<file path="src/rtl/piso_tx.sv">
// Parallel-in serial-out transmitter with a one-entry hold buffer so that
// consecutive words leave back to back with no idle bit-times between frames.
module piso_tx #(
  parameter int WIDTH     = 3,
  parameter int MSB_FIRST = 1
) (
  input  logic             clk,
  input  logic             reset,
  input  logic [WIDTH-1:0] p_in,
  input  logic             load,
  output logic             ready,
  output logic             s_out,
  output logic             s_valid,
  output logic             frame_start,
  output logic             busy
);

  localparam int CNT_W = (WIDTH > 2) ? $clog2(WIDTH) : 1;
  localparam logic [CNT_W-1:0] LAST_BIT = CNT_W'(WIDTH - 1);

  typedef enum logic {
    IDLE,
    SHIFT
  } state_t;

  state_t           state, state_nxt;
  logic [WIDTH-1:0] shift_reg, shift_nxt;
  logic [WIDTH-1:0] hold_reg, hold_nxt;
  logic             hold_full, hold_full_nxt;
  logic [CNT_W-1:0] bit_cnt, cnt_nxt;
  logic             s_out_nxt, s_valid_nxt, frame_start_nxt;

  logic             accept;
  logic             last_bit;
  logic             launch;
  logic [WIDTH-1:0] launch_word;
  logic [WIDTH-1:0] shifted;

  // ready depends only on registered state so upstream never sees a load->ready loop.
  assign ready    = !hold_full;
  assign busy     = (state == SHIFT) || hold_full;
  assign accept   = load && ready;
  assign last_bit = (bit_cnt == LAST_BIT);

  function automatic logic first_bit(input logic [WIDTH-1:0] w);
    return (MSB_FIRST != 0) ? w[WIDTH-1] : w[0];
  endfunction

  // The register always holds the bit currently on s_out in its first-bit position.
  assign shifted = (MSB_FIRST != 0) ? {shift_reg[WIDTH-2:0], 1'b0}
                                    : {1'b0, shift_reg[WIDTH-1:1]};

  always_comb begin
    // NOTE: every variable gets a default first, so no path through this block can infer a latch.
    state_nxt       = state;
    shift_nxt       = shift_reg;
    hold_nxt        = hold_reg;
    hold_full_nxt   = hold_full;
    cnt_nxt         = bit_cnt;
    s_out_nxt       = s_out;
    s_valid_nxt     = s_valid;
    frame_start_nxt = 1'b0;
    launch          = 1'b0;
    launch_word     = '0;

    unique case (state)
      IDLE: begin
        if (accept) begin
          launch      = 1'b1;
          launch_word = p_in;
        end
      end
      SHIFT: begin
        if (last_bit) begin
          if (hold_full) begin
            launch        = 1'b1;
            launch_word   = hold_reg;
            hold_full_nxt = 1'b0;
          end else if (accept) begin
            // Bypass the hold buffer so a word offered on the last-bit edge streams without a gap.
            launch      = 1'b1;
            launch_word = p_in;
          end else begin
            state_nxt   = IDLE;
            shift_nxt   = '0;
            cnt_nxt     = '0;
            s_out_nxt   = 1'b0;
            s_valid_nxt = 1'b0;
          end
        end else begin
          shift_nxt = shifted;
          cnt_nxt   = bit_cnt + 1'b1;
          s_out_nxt = first_bit(shifted);
          if (accept) begin
            hold_nxt      = p_in;
            hold_full_nxt = 1'b1;
          end
        end
      end
      default: state_nxt = IDLE;
    endcase

    if (launch) begin
      state_nxt       = SHIFT;
      shift_nxt       = launch_word;
      cnt_nxt         = '0;
      s_out_nxt       = first_bit(launch_word);
      s_valid_nxt     = 1'b1;
      frame_start_nxt = 1'b1;
    end
  end

  always_ff @(posedge clk or negedge reset) begin
    if (!reset) begin
      state       <= IDLE;
      shift_reg   <= '0;
      hold_reg    <= '0;
      hold_full   <= 1'b0;
      bit_cnt     <= '0;
      s_out       <= 1'b0;
      s_valid     <= 1'b0;
      frame_start <= 1'b0;
    end else begin
      // NOTE: non-blocking assignments so every register samples pre-edge values.
      state       <= state_nxt;
      shift_reg   <= shift_nxt;
      hold_reg    <= hold_nxt;
      hold_full   <= hold_full_nxt;
      bit_cnt     <= cnt_nxt;
      s_out       <= s_out_nxt;
      s_valid     <= s_valid_nxt;
      frame_start <= frame_start_nxt;
    end
  end

endmodule

</file>
<file path="config.mk">
export PLATFORM = sky130hd
export DESIGN_NAME = piso_tx
export DESIGN_NICKNAME = d
export VERILOG_FILES = /design/src/rtl/piso_tx.sv
export SDC_FILE = /design/constraint.sdc
export NUM_CORES = 1
export LEC_CHECK = 0
export CORE_MARGIN = 1.5
export CORE_UTILIZATION = 40
export CTS_CLUSTER_SIZE = 30
export DETAILED_ROUTE_END_ITERATION = 10
export PLACE_DENSITY = 0.62
export SETUP_SLACK_MARGIN = 0.5
export SLEW_MARGIN = 40
export SYNTH_ARGS = -nofsm -noshare
export SYNTH_HDL_FRONTEND = slang
export SYNTH_SLANG_ARGS = --single-unit
</file>
<file path="constraint.sdc">
create_clock -name clk -period 1.72 [get_ports clk]
set_input_delay 0.344 -clock clk [delete_from_list [all_inputs] [get_ports clk]]
set_output_delay 0.344 -clock clk [all_outputs]
set_load 0.01 [all_outputs]
</file>
==> summary.txt <==
Status
  • Outcome: finished, final reports clean

Timing
  • RSZ-0062 raised after global routing: yes
  • Slew HR: 0.646
  • Slew Limit Fails: 0
  • Final Hold Vio Count: 0
  • Peak Freq: 731 MHz
  • Clk_skew: 5.58 ps
  • Setup TNS: 0 ps
  • Worst Tran Pin Value: 529 ps
  • Crit share post-route: 0.796
  • Final Critical Period: 1370 ps
  • # setup viols final: 0

Floorplan
  • Core region area: about 1300 um2
  • Initial core utilization: 0.445
  • Die ar.: 1720 um2
  • Die width: 41.5 um
  • Site row count: 13
  • Die height: 41.5 um
  • IO Pins: 11

Synthesis
  • Syn_nets: 52
  • Synth Cell Area: 593 um2
  • Synth cell types: 24
  • Flops & latches, synth: 12
  • Top-area cell type share of the netlist area: 0.506
  • Most frequently used flop master after synthesis: dfrtp_1
  • Number of flops mapped to enable cells by yosys: 0
  • Largest area contributor in the netlist: dfrtp_1
  • Sequential element share of the synthesized area: 0.506
  • Synth top area cells: dfrtp_1 51%, mux2_4 7.6%, a32o_1 5.1%
  • Async S/R FF share, synth: 1.00
  • Mapped Cells: 46
  • Yosys Warn Count: 0
  • Syn_area_per_cell: 12.9 um2

Global routing
  • Initial antenna violation count: 0
  • GRT Overall Usage: 0.155
  • Wire length of the first global-routing pass: 2.04 mm
  • Total gr overflow: 0
  • Largest net degree at the start of global routing: 17
  • Vias in the first global route: 427

Layout
  • Post-Layout Cell Count: 77
  • Area grow syn2layout: 25.1%
  • Nets: 70
  • Share of cells above drive strength 1: 0.355
  • Number of flip-flops in the largest register: 3
  • Ant diodes: 0

Setup path
  • Setup CP Type: flip-flop to primary output
  • Crit start category: flip-flop
  • Slowest stage cell, crit path: dfrtp_1
  • Crit-path max FO: 3
  • Critical path cell sequence: or2_1 > buf_2
  • Arrival time worst endpoint: just over 1000 ps
  • Critical Path End Type: primary output
  • Slowest stage delay, CP: 400 ps
  • Req. time, crit path: between 1000 and 1500 ps

CTS
  • TritonCTS buffer count: 3
  • CTS sink cnt: 12
  • CTS tree: yes
  • Clock H-tree levels: 1
  • Clock Tree Root: clkbuf_4
  • Reg clk slew, reported paths: 70 ps
  • CTS max path bufs: 2
  • Clock Latency Late Sink: between 200 and 300 ps

Hold path
  • Worst hold path class: input port to asynchronous set/reset pin

Place
  • RePlAce Congestion: 0.753
  • I/O Buffers: 10
  • Placed Cells incl. Taps: 70
  • Post-detail-place hpwl: 753 um

Pwr
  • Pwr Density: 1830 nW/um2
  • Power Total: 1.36 mW
  • Lkg Pwr: 0.351 nW
  • Max VDD drop: 0.837 mV

Detailed routing
  • Initial DRC count: 9
  • DR pass1 iterations: 4
  • Final WL: 1.15 mm
  • Total number of vias: 433
  • Antenna-violating nets left: 0
  • Routed len/inst: between 10 and 15 um
  • Via/cell ratio: 5.62
  • DRC: 0

Job
  • MaxCap Viol Count: 0
cell usage in the layout, fill, tap and decap left out, drive strengths merged:
cell type	netlist	routed
mux2	4	4
dfrtp	12	12
mux2i	1	1
o32a	1	1
or2	1	1
and2b	1	1
and3	2	2
a22o	2	2
nor2	1	1
clkdlybuf4s50	0	4
clkbuf	0	4
a21oi	4	4
nand2b	2	2
nor2b	2	2
buf	3	10
a32o	3	3
a221o	2	2
o21ai	1	1
a21boi	1	1
dlygate4sd2	0	1
nand3	1	1
inv	1	1
nand2	1	1
per-stage QoR:
stage | worst slack (ps) | area (um2) | util | hold slack [ps]
after floorplan | 515 | 593 | - | 48.4
after global placement | 94.5 | 703 | 0.527 | 480
after detailed placement | 81.8 | 703 | 0.527 | 497
after CTS | 336 | 739 | 0.554 | 428
after global routing | 277 | 742 | 0.556 | 450
final | 351 | 742 | 0.556 | 418
cell usage after synthesis (2+ instances only):
master and count:
a21oi_1 4, a221o_1 2, a22o_1 2, a32o_1 3
and3_1 2, dfrtp_1 12, mux2_4 3, nor2b_1 2
power by group:
group          switching, mW  internal (mW)  leakage, nW  total [mW]
Clock                 0.0877         0.0809       0.0138       0.169
Sequential            0.0855          0.410        0.143       0.495
Combinational          0.302          0.393        0.194       0.696
Total                  0.476          0.884        0.351        1.36
final cells by class:
| cell class | instances | area (um2) |
|---|---|---|
| clock buffers | 3 | 22.5 |
| fillers | 129 | 592 |
| inverters | 1 | 3.75 |
| multi-input cells | 30 | 274 |
| flip-flops and latches | 12 | 300 |
| well taps | 15 | 18.8 |
| repair buffers | 16 | 123 |
kinds of logic (layout without fill, tap and decap cells):
logic type,Yosys count,count (layout),synth area share
compound gates,14,14,0.186
flops,12,12,0.506
simple gates,11,11,0.150
mux,5,5,0.112
buf+inv,4,20,0.0464
critical path, delay by kind of cell, from the launching register on:
kind                   cells  cell delay (ps)
DFF                        1              400
and+or+nand+nor            1              210
buffers and inverters      1              140
per-layer routing:
layer	global-route usage	routed length [um]	vias up
met4	0.0387	12	0
met2	0.244	570	11
met3	0.0652	49	2
li1	-	-	206
met5	0	0	-
met1	0.197	518	214
final timing paths:
kind	from	end	slack (ps)	cells past startpoint
setup / recovery	hold_full	busy	350	2
hold / removal	reset	hold_reg[1]	420	1
setup reg to reg	hold_full	hold_reg[2]	350	4
hold reg to reg	shift_reg[0]	shift_reg[0]	520	1
max in group asynchronous	reset	s_valid	950	1
min in group clk	shift_reg[0]	shift_reg[0]	520	1
timing repair:
item	CTS	global route
gates cloned	0	0
gates resized for setup	22	1
setup buffers	3	1
pin swaps	6	0
hold buffers	0	0
setup endpoints to repair	13	11
Power figures use the tool's default switching activity.
